File: src/rtl/cordic_fix2float_if.sv
// Handshake and data bundle between the custom-instruction front end and the
// fixed-to-float converter at the CORDIC output.
interface cordic_fix2float_if;
  logic        clk_en;
  logic        start;
  logic [31:0] dataa;
  logic        sign_in;
  logic [31:0] result;
  logic        done;
  logic        busy;

  modport master (
    output clk_en, start, dataa, sign_in,
    input  result, done, busy
  );

  modport slave (
    input  clk_en, start, dataa, sign_in,
    output result, done, busy
  );
endinterface

File: src/rtl/cordic_fix2float.sv
// Converts the unsigned fixed-point CORDIC magnitude plus a sign into an
// IEEE-754 single, using a 5-step leading-zero normalizer and a rounding step.
module cordic_fix2float #(
  parameter int FRAC_BITS  = 31,
  parameter int ROUND_MODE = 1
) (
  input  logic               clock,
  input  logic               aclr,
  cordic_fix2float_if.slave  bus
);

  typedef enum logic [1:0] {
    IDLE  = 2'd0,
    NORM  = 2'd1,
    ROUND = 2'd2
  } state_t;

  // Exponent of a value whose leading one already sits at bit 31 of W.
  localparam logic [7:0] E_BASE = 8'(158 - FRAC_BITS);

  state_t      state_q, state_d;
  logic [2:0]  step_q, step_d;
  logic [31:0] w_q, w_d;
  logic        s_q, s_d;
  logic [4:0]  lzc_q, lzc_d;
  logic [31:0] result_q, result_d;
  logic        done_q, done_d;
  logic        busy_q, busy_d;

  logic [4:0]  amt;
  logic        top_zero;
  logic [31:0] w_shifted;

  logic [22:0] mant;
  logic [23:0] mant_inc;
  logic [7:0]  expo;
  logic        guard;
  logic        sticky;
  logic        round_up;
  logic [31:0] round_word;

  always_comb begin
    amt       = 5'd0;
    top_zero  = 1'b0;
    w_shifted = w_q;
    case (step_q)
      3'd0: begin
        amt       = 5'd16;
        top_zero  = (w_q[31:16] == 16'h0000);
        w_shifted = {w_q[15:0], 16'h0000};
      end
      3'd1: begin
        amt       = 5'd8;
        top_zero  = (w_q[31:24] == 8'h00);
        w_shifted = {w_q[23:0], 8'h00};
      end
      3'd2: begin
        amt       = 5'd4;
        top_zero  = (w_q[31:28] == 4'h0);
        w_shifted = {w_q[27:0], 4'h0};
      end
      3'd3: begin
        amt       = 5'd2;
        top_zero  = (w_q[31:30] == 2'b00);
        w_shifted = {w_q[29:0], 2'b00};
      end
      3'd4: begin
        amt       = 5'd1;
        top_zero  = ~w_q[31];
        w_shifted = {w_q[30:0], 1'b0};
      end
      default: begin
        amt       = 5'd0;
        top_zero  = 1'b0;
        w_shifted = w_q;
      end
    endcase
  end

  // The leading one of a normalized W is implicit; the 23 bits under it form
  // the mantissa and the remaining byte supplies guard and sticky.
  always_comb begin
    mant     = w_q[30:8];
    guard    = w_q[7];
    sticky   = |w_q[6:0];
    expo     = E_BASE - {3'b000, lzc_q};
    mant_inc = {1'b0, w_q[30:8]} + 24'd1;
    round_up = (ROUND_MODE != 0) && guard && (sticky || w_q[8]);
    if (round_up) begin
      if (mant_inc[23]) begin
        mant = 23'd0;
        expo = expo + 8'd1;
      end else begin
        mant = mant_inc[22:0];
      end
    end
    if (w_q == 32'd0) begin
      round_word = {s_q, 31'd0};
    end else begin
      round_word = {s_q, expo, mant};
    end
  end

  always_comb begin
    state_d  = state_q;
    step_d   = step_q;
    w_d      = w_q;
    s_d      = s_q;
    lzc_d    = lzc_q;
    result_d = result_q;
    done_d   = done_q;
    busy_d   = busy_q;
    if (bus.clk_en) begin
      done_d = 1'b0;
      case (state_q)
        IDLE: begin
          if (bus.start) begin
            w_d     = bus.dataa;
            s_d     = bus.sign_in;
            lzc_d   = 5'd0;
            step_d  = 3'd0;
            busy_d  = 1'b1;
            state_d = NORM;
          end
        end
        NORM: begin
          if (top_zero) begin
            w_d   = w_shifted;
            lzc_d = lzc_q + amt;
          end
          if (step_q == 3'd4) begin
            state_d = ROUND;
          end else begin
            step_d = step_q + 3'd1;
          end
        end
        ROUND: begin
          result_d = round_word;
          done_d   = 1'b1;
          busy_d   = 1'b0;
          state_d  = IDLE;
        end
        default: begin
          state_d = IDLE;
          busy_d  = 1'b0;
        end
      endcase
    end
  end

  always_ff @(posedge clock or posedge aclr) begin
    if (aclr) begin
      state_q  <= IDLE;
      step_q   <= 3'd0;
      w_q      <= 32'd0;
      s_q      <= 1'b0;
      lzc_q    <= 5'd0;
      result_q <= 32'd0;
      done_q   <= 1'b0;
      busy_q   <= 1'b0;
    end else begin
      state_q  <= state_d;
      step_q   <= step_d;
      w_q      <= w_d;
      s_q      <= s_d;
      lzc_q    <= lzc_d;
      result_q <= result_d;
      done_q   <= done_d;
      busy_q   <= busy_d;
    end
  end

  assign bus.result = result_q;
  assign bus.done   = done_q;
  assign bus.busy   = busy_q;

endmodule

File: src/flat_wrapper.sv
// flat-port wrapper written by rule: the top's interface ports become plain ports
module cordic_fix2float_flat 
#(
  parameter int FRAC_BITS  = 31,
  parameter int ROUND_MODE = 1
)
  (clock, aclr, bus_clk_en, bus_start, bus_dataa, bus_sign_in, bus_result, bus_done, bus_busy);
  cordic_fix2float_if bus_i ();
  input  logic clock;
  input  logic aclr;
  input wire logic [$bits(bus_i.clk_en)-1:0] bus_clk_en;
  input wire logic [$bits(bus_i.start)-1:0] bus_start;
  input wire logic [$bits(bus_i.dataa)-1:0] bus_dataa;
  input wire logic [$bits(bus_i.sign_in)-1:0] bus_sign_in;
  output wire logic [$bits(bus_i.result)-1:0] bus_result;
  output wire logic [$bits(bus_i.done)-1:0] bus_done;
  output wire logic [$bits(bus_i.busy)-1:0] bus_busy;
  assign bus_i.clk_en = bus_clk_en;
  assign bus_i.start = bus_start;
  assign bus_i.dataa = bus_dataa;
  assign bus_i.sign_in = bus_sign_in;
  assign bus_result = bus_i.result;
  assign bus_done = bus_i.done;
  assign bus_busy = bus_i.busy;
  cordic_fix2float #(.FRAC_BITS(FRAC_BITS), .ROUND_MODE(ROUND_MODE)) u_core (.clock(clock), .aclr(aclr), .bus(bus_i));
endmodule
File: config.mk
export PLATFORM = sky130hd
export DESIGN_NAME = cordic_fix2float_flat
export DESIGN_NICKNAME = d
export VERILOG_FILES = /design/src/rtl/cordic_fix2float_if.sv /design/src/rtl/cordic_fix2float.sv /design/src/flat_wrapper.sv
export SDC_FILE = /design/constraint.sdc
export NUM_CORES = 1
export LEC_CHECK = 0
export BUFFER_PORTS_ARGS = -buffer_cell sky130_fd_sc_hd__buf_2
export CORE_MARGIN = 1
export CORE_UTILIZATION = 58
export CTS_CLUSTER_SIZE = 30
export DETAILED_ROUTE_END_ITERATION = 12
export PLACE_DENSITY = 0.83
export SLEW_MARGIN = 20
export SYNTH_ARGS = -nofsm -noshare
export SYNTH_HDL_FRONTEND = slang
export SYNTH_SLANG_ARGS = --single-unit
export TNS_END_PERCENT = 100
File: constraint.sdc
create_clock -name clock -period 3.62 [get_ports clock]
set_input_delay 0.724 -clock clock [delete_from_list [all_inputs] [get_ports clock]]
set_output_delay 0.724 -clock clock [all_outputs]
set_load 0.05 [all_outputs]
-- Yosys cells after proc, flatten, opt, wreduce, memory -nomap -nowiden
Index checks and enable logic that the tools add are counted.
- flip-flop bits (word level): 77
- input bits: 37
- output and inout bits: 34
- logic and storage cells: 67
- add/subtract/negate cells: 5
- equality and inequality tests: 11
- multiplexer cells: 23
- bitwise operators: 2
- reductions and logical operators: 18
- operator list (cell ; count):
    $pmux W32 S5 ; 1
    $mux W32 ; 2
    $pmux W32 S2 ; 1
    $mux W23 ; 2
    $logic_not A32 Y1 ; 1
    $mux W31 ; 1
    $pmux W5 S5 ; 1
    $add A23 B1 Y24 const B ; 1
    $logic_not A16 Y1 ; 1
    $mux W8 ; 2
    $mux W5 ; 2
    $pmux W5 S2 ; 1
    $reduce_and A3 Y1 ; 3
    $add A8 B1 Y8 const B ; 1
    $logic_not A8 Y1 ; 1
    $reduce_and A4 Y1 ; 2
    $sub A7 B5 Y8 const A ; 1
    $reduce_or A7 Y1 ; 1
    $eq A3 B2 Y1 const B ; 2
    $mux W3 ; 2
    $ne A6 B5 Y1 const B ; 1
    $pmux W3 S2 ; 1
    $add A5 B5 Y5 ; 1
    $pmux W1 S5 ; 1
    other kinds (20) ; 26

-- Logic depth before layout (Yosys ltp)
Gate-level depths: netlist (run 1).
- depth in word-level cells: 5
- gate-level depth with buffers: 12
- mapped depth without buffers: 11

-- Worst setup path after synthesis (run 1)
OpenSTA, ideal clock, no wires.
- path kind: reg2reg
- from: reg u_core.step_q[0]
- to: reg u_core.lzc_q[4]
- library setup time: 0.127 ns
- arrival: 2.468 ns
- slack: 1.025 ns
- cell stages (with the launch flop): 13
- period minus slack after synthesis: 2.595 ns
- path through: dfrtp_1 inv_1 ha_1 nand2_1 inv_1 buf_1 ha_1 fa_1 a21o_1 a21oi_1 xnor2_1 o221ai_1 o2bb2ai_1
- longest elaborated chain between the ends: 5
- elaborated cells on any way between the ends: 12
- classes of those cells: add/sub (1); eq/ne (5); mux (4); reduce/logical (2)
- RTL lines (what ; RTL line ; text):
    from (decl) ; cordic_fix2float.sv:22 ; logic [2:0] step_q, step_d;
    from (signal assigned) ; cordic_fix2float.sv:163 ; step_q <= step_d;
    $eq A3 B3 Y1 (tied with other cells) ; cordic_fix2float.sv:46 ; case (step_q)
    $pmux W5 S5 ; cordic_fix2float.sv:46 ;
    $add A5 B5 Y5 ; cordic_fix2float.sv:129 ; lzc_d = lzc_q + amt;
    $mux W5 ; cordic_fix2float.sv:127 ; if (top_zero) begin
    $pmux W5 S2 ; cordic_fix2float.sv:115 ; case (state_q)
    to (signal assigned) ; cordic_fix2float.sv:166 ; lzc_q <= lzc_d;
    to (decl) ; cordic_fix2float.sv:25 ; logic [4:0] lzc_q, lzc_d;
Several ways; a longest one is shown, not always the timed one. The select of a mux whose other input is x is not followed.
A chain may end at the register's enable or synchronous reset.

-- Worst setup path after layout (run 1)
Ends and elaborated chain as after synthesis.

==> results of run 1 <==
layout make-up:
class | instances | area, sq um | area share [%]
Inverter | 15 | 58.8 | 1.07
Multi-Input combinational cell | 384 | 2770 | 50.2
Timing Repair Buffer | 81 | 445 | 8.09
Tap cell | 105 | 131 | 2.39
Sequential cell | 77 | 1930 | 35.0
Clock buffer | 10 | 138 | 2.50
Clock inverter | 6 | 38.8 | 0.705
power breakdown:
group          total [W]  internal, W  switching (W)
logic            0.00298      0.00121        0.00177
registers        0.00186      0.00123       0.000626
clock network   0.000600     0.000265       0.000335
total            0.00543      0.00271        0.00273
synthesized netlist by cell type (all sizes together) (4+ instances only):
library cell,instances
xnor2,8
nand4,9
a222oi,4
o21ai,40
dfrtp,77
a21oi,9
inv,15
nand3,12
clkbuf,27
a22o,16
a22oi,16
nor4,6
nand2,70
a221oi,26
mux2,35
mux2i,5
xor2,19
ha,12
and3,4
a31oi,17
buf,28
nor2,35
metal layers:
metal  vias up  global-route usage [%]  routed length [um]
met5         -                       0                   0
met4         0                    10.5                 216
met3        23                    4.55                 831
met2       201                    44.4                5640
met1      2056                    40.9                5630
li1       2004                       -                   -
cells by family (layout without fill, tap and decap cells):
kind of cell               Yosys count  after routing  synth area share [%]
AOI/OAI and AO/OA                  145            145                  20.9
xor gates and xnor gates            27             27                  4.71
adders and majority gates           13             13                  3.39
buffers and inverters               70            112                  6.60
DFF                                 77             77                  38.4
muxes                               40             40                  11.0
and+or+nand+nor                    159            159                  15.0
stage by stage:
stage	power (W)	worst slack [ns]	hold WS, ns	instance area (sq um)
final	0.00543	0.988	0.478	5500
after global routing	0.00580	0.858	0.499	5500
after CTS	0.00541	1.01	0.484	5500
after detailed placement	0.00481	1.04	0.465	5330
after global placement	0.00472	1.16	0.456	5330
after floorplan	0.00417	0.929	0.477	5020
path summary, 6_finish.rpt:
check	startpoint	to	slack [ns]	cells past startpoint
min in group clock	u_core.bus.result[11]	u_core.bus.result[11]	0.48	2
worst min register to register	u_core.bus.result[11]	u_core.bus.result[11]	0.48	2
worst max-delay path	u_core.step_q[0]	u_core.lzc_q[4]	0.99	11
worst max register to register	u_core.step_q[0]	u_core.lzc_q[4]	0.99	11
max in group asynchronous	aclr	u_core.w_q[19]	2.50	3
worst min-delay path	aclr	u_core.bus.result[30]	0.48	2
state kept, by name, summed over array words and instances, names as in the netlist:
signal / count
u_core.s_q: 1
u_core.bus.busy: 1
u_core.bus.done: 1
u_core.state_q: 2
u_core.w_q: 32
u_core.step_q: 3
u_core.bus.result: 32
u_core.lzc_q: 5
==> summary.txt, run 1 <==
Route
  • DRC: 0
  • Vias per cell: 6.32
  • Final wirelength: 12300 um
  • Initial DRC count: 275
  • Drt first pass iters: 5
  • Drt wl/cell: 18.2 um
  • Antenna Violating Nets Remaining: 0
  • Via count: about 4300

Clocking
  • Total CTS buffers: 9
  • Max clock buf depth: 2
  • Root buffer cell: clkbuf_8
  • # hold bufs at CTS: 0
  • Post-CTS setup buffer count: 0
  • CTS tree: done
  • Worst-Skew Late Latency: 0.36 ns
  • Post-CTS resize count: 0
  • Clock sink count: 77
  • H-Tree Depth: 3
  • CTS clk-pin slew, worst paths: about 0.090 ns

Placed design
  • Cells after DPL: 662
  • IO Port Bufs: 70
  • DP HPWL: 8370 um
  • Routability Congestion: 0.894

Yosys
  • Area leader, netlist: dfrtp_1
  • Number of synthesized register bits: 77
  • Yosys cell types: 60
  • Main synth FF type: dfrtp_1
  • Mapped Cells: 531
  • Net Count, Synth: 581
  • Number of synthesized flops with an enable pin: 0
  • Share of the synthesized area in the top cell type: 38.4%
  • Largest cells by area after synthesis: dfrtp_1, mux2_4, nand2_1, a221oi_1, xor2_1
  • Mapped cell area: roughly 5000 sq um
  • Async SR Flop Fraction: 100%
  • Post-synthesis sequential area ratio: 38.4%
  • Warning count from the yosys run: 0
  • Avg Inst Size Synth: 9.46 sq um

Timing
  • Period minus WS final: between 2 and 3 ns
  • Skew final: 0.0138 ns
  • Setup TNS: 0 ns
  • Achievable Freq: 380 MHz
  • Slew Viols, Final: 0
  • Count of final hold-check violations: 0
  • Worst Max-Slew Pin Slew: 0.743 ns
  • Unrepaired setup endpoints after global routing: no
  • Final Cycle Share: 72.7%
  • Setup-failing EPs final: 0
  • Relative slew slack: between 50% and 60%

Layout
  • Ratio of cells with drive above 1 in the final layout: about a quarter
  • Final core occ: 66.3%
  • Nets: 618
  • N_diodes: 0
  • Final Non-Filler Cells: 678
  • Area Overhead vs Synth: 9.56%
  • Most frequent cells in the layout: dfrtp_1, buf_2, nand2_1, nor2_1, mux2_4
  • Commonest non-fill, non-tap cell in the layout: dfrtp_1
  • Fillcell total: between 600 and 700

GRT
  • Antenna violations before repair: 0
  • Vias in the first global route: 4002
  • GRT overflow: 0
  • Tot GR Track Use: 28.8%
  • Pin count of the biggest net entering global routing: 56
  • Global-route wire length before repair: ~20000 um

Die
  • Die Span X: 95.1 um
  • Floorplan row count: 33
  • Die ar.: ~9000 sq um
  • Boundary Pins: 71
  • Core area: 8300 sq um
  • Initial Utilization: between 60% and 70%
  • Die height: 95.1 um

Hold path
  • Hold Path Class: in2async

Status
  • Outcome: completed

Job
  • Count of max-cap constraint violations: 0

Setup path
  • Worst path top cell family by delay: adder cells
  • CP Class: reg2reg
  • Cells along the critical path: inv_1 -> ha_1 -> nand2_1 -> inv_1 -> ha_1 -> fa_1 -> a21o_1 -> a21oi_1 -> xnor2_1 -> o221ai_1 -> o2bb2ai_1
  • CP Buf/Inv Count: 2
  • Worst path arrival time: around 2.9 ns
  • Max incr delay on CP: 0.41 ns
  • CP endpoint kind: flop
  • CP max FO: 6
  • Crit path launch type: flop
  • CP max stage cell: fa_1
  • Critical path required time: around 3.9 ns

Power and ir drop
  • P per Cell Area: 987 nW/um^2
  • Maximum vdd drop: roughly 0.00048 V
  • Pleak: 2.57 nW
Power figures use the tool's default switching activity.
==> inputs of run 2 (changes only) <==
- clock period: 3.62 -> 2.75 ns (I/O delays scaled with it)
==> run 2 against run 1 <==
  * Hold slack worse by 0.20 ns
  * Register-to-register slack got worse by 0.82 ns
  * Via count grew 4.0%
  * Critical path depth unchanged
  * Global-route usage up 1.4 points
  * Utilization increased by 1.8 points
  * Cell count rose by 1.3%
  * Cell area increased by 2.7%
  * Count of clock-buffer cells in the layout grew 1
  * Maximum frequency is 2.0% higher
  * Largest power group unchanged
==> summary.txt, run 2 (synthesized netlist as in run 1, its figures left out) <==
Status
  • Outcome: completed

Clocking
  • Post-CTS resize count: 0
  • Clock sink count: 77
  • Worst-Skew Late Latency: approximately 0.35 ns
  • H-Tree Depth: 3
  • CTS tree: done
  • CTS clk-pin slew, worst paths: 0.09 ns
  • Max clock buf depth: 2
  • # hold bufs at CTS: 0
  • Root buffer cell: clkbuf_8
  • Total CTS buffers: 9
  • Post-CTS setup buffer count: 0

Setup path
  • CP max stage cell: dfrtp_1
  • CP max FO: 6
  • Crit path launch type: flop
  • Max incr delay on CP: about 0.43 ns
  • CP Buf/Inv Count: 2
  • Critical path required time: 2.99 ns
  • CP Class: reg2reg
  • Worst path arrival time: 2.82 ns
  • Cells along the critical path: inv_1 -> ha_1 -> nand2_1 -> inv_1 -> ha_1 -> fa_1 -> a21o_1 -> a21oi_1 -> xnor2_1 -> o221ai_1 -> o2bb2ai_1
  • Worst path top cell family by delay: adder cells
  • CP endpoint kind: flop

GRT
  • Vias in the first global route: 4330
  • Antenna violations before repair: 0
  • Global-route wire length before repair: around 21000 um
  • Pin count of the biggest net entering global routing: 78
  • GRT overflow: 0
  • Tot GR Track Use: a little under a third

Hold path
  • Hold Path Class: in2async

Power and ir drop
  • Tot Pwr: 0.00759 W
  • Pleak: 2.65 nW
  • Maximum vdd drop: 0.000621 V
  • P per Cell Area: 1340 nW/um^2

Die
  • Core area: slightly above 8000 sq um
  • Die height: ~95 um
  • Die Span X: about 95 um
  • Boundary Pins: 71
  • Die ar.: between 9000 and 10000 sq um
  • Initial Utilization: 60.5%
  • Floorplan row count: 33

Route
  • Via count: 4457
  • Antenna Violating Nets Remaining: 0
  • Drt first pass iters: 6
  • DRC: 0
  • Drt wl/cell: 18.7 um
  • Vias per cell: roughly 6.5
  • Initial DRC count: between 400 and 500
  • Final wirelength: about 13000 um

Timing
  • Unrepaired setup endpoints after global routing: no
  • Achievable Freq: 388 MHz
  • Slew Viols, Final: 0
  • Hold Slack: 0.281 ns
  • Period minus WS final: 2.58 ns
  • Skew final: 0.00909 ns
  • Setup TNS: 0 ns
  • Setup-failing EPs final: 0
  • Worst Max-Slew Pin Slew: 0.493 ns
  • Final Cycle Share: 93.8%
  • Count of final hold-check violations: 0
  • Relative slew slack: 67.1%

Layout
  • Ratio of cells with drive above 1 in the final layout: 26.3%
  • N_diodes: 0
  • Cell area after layout: around 5700 sq um
  • Nets: 627
  • Area Overhead vs Synth: 12.5%
  • Fillcell total: 651
  • Commonest non-fill, non-tap cell in the layout: dfrtp_1
  • Most frequent cells in the layout: dfrtp_1, buf_2, nand2_1, nor2_1, mux2_4
  • Final core occ: 68.1%

Placed design
  • DP HPWL: 8380 um
  • Area after DPL: roughly 5400 sq um
  • Routability Congestion: 0.886
  • IO Port Bufs: 70

Job
  • Count of max-cap constraint violations: 0
## run 2: worst paths after layout
kind                                       start                    end  slack [ns]  depth (start not counted)
setup / recovery                u_core.step_q[1]        u_core.lzc_q[4]        0.17                         11
hold / removal                              aclr  u_core.bus.result[22]        0.28                          3
setup reg to reg                u_core.step_q[1]        u_core.lzc_q[4]        0.17                         11
hold reg to reg            u_core.bus.result[17]  u_core.bus.result[17]        0.48                          2
max in group asynchronous                   aclr         u_core.w_q[16]        2.14                          3
min in group clock                   bus_sign_in             u_core.s_q        0.42                          2
## run 2: layer usage
| layer | wire length, um | share of wire, % | GRT usage [%] | vias up |
|---|---|---|---|---|
| met5 | 0 | 0 | 0 | - |
| met4 | 306 | 2.4 | 14.6 | 0 |
| met3 | 1030 | 8.0 | 5.18 | 34 |
| met2 | 6050 | 47 | 47.6 | 244 |
| met1 | 5450 | 42 | 40.5 | 2155 |
| li1 | - | - | - | 2024 |
## run 2: stage by stage
step           cells  setup WS, ns
6_report         687         0.171
5_1_grt          687       0.00929
4_1_cts          687         0.180
3_5_place_dp     671         0.181
3_3_place_gp     671         0.298
2_1_floorplan    531         0.155
## run 2: power breakdown
group          internal [W]  switching (W)  leakage (nW)  total, W
combinational       0.00168        0.00256          1.54   0.00424
clock              0.000632       0.000430         0.120   0.00106
sequential          0.00162       0.000663         0.988   0.00229
total               0.00394        0.00365          2.65   0.00759
## run 2: area by class of cell
cell class	instances	area (sq um)	area share, %
inverters	15	56.3	0.996
well taps	105	131	2.32
repair buffers	90	526	9.30
clock buffers	11	141	2.50
clock inverters	5	106	1.88
flip-flops and latches	77	1930	34.1
multi-input cells	384	2770	48.9
## run 2: tightest hold or removal path, delay by kind of cell
kind / cells / cell delay, ns
buffers and inverters: 3 / 0.50
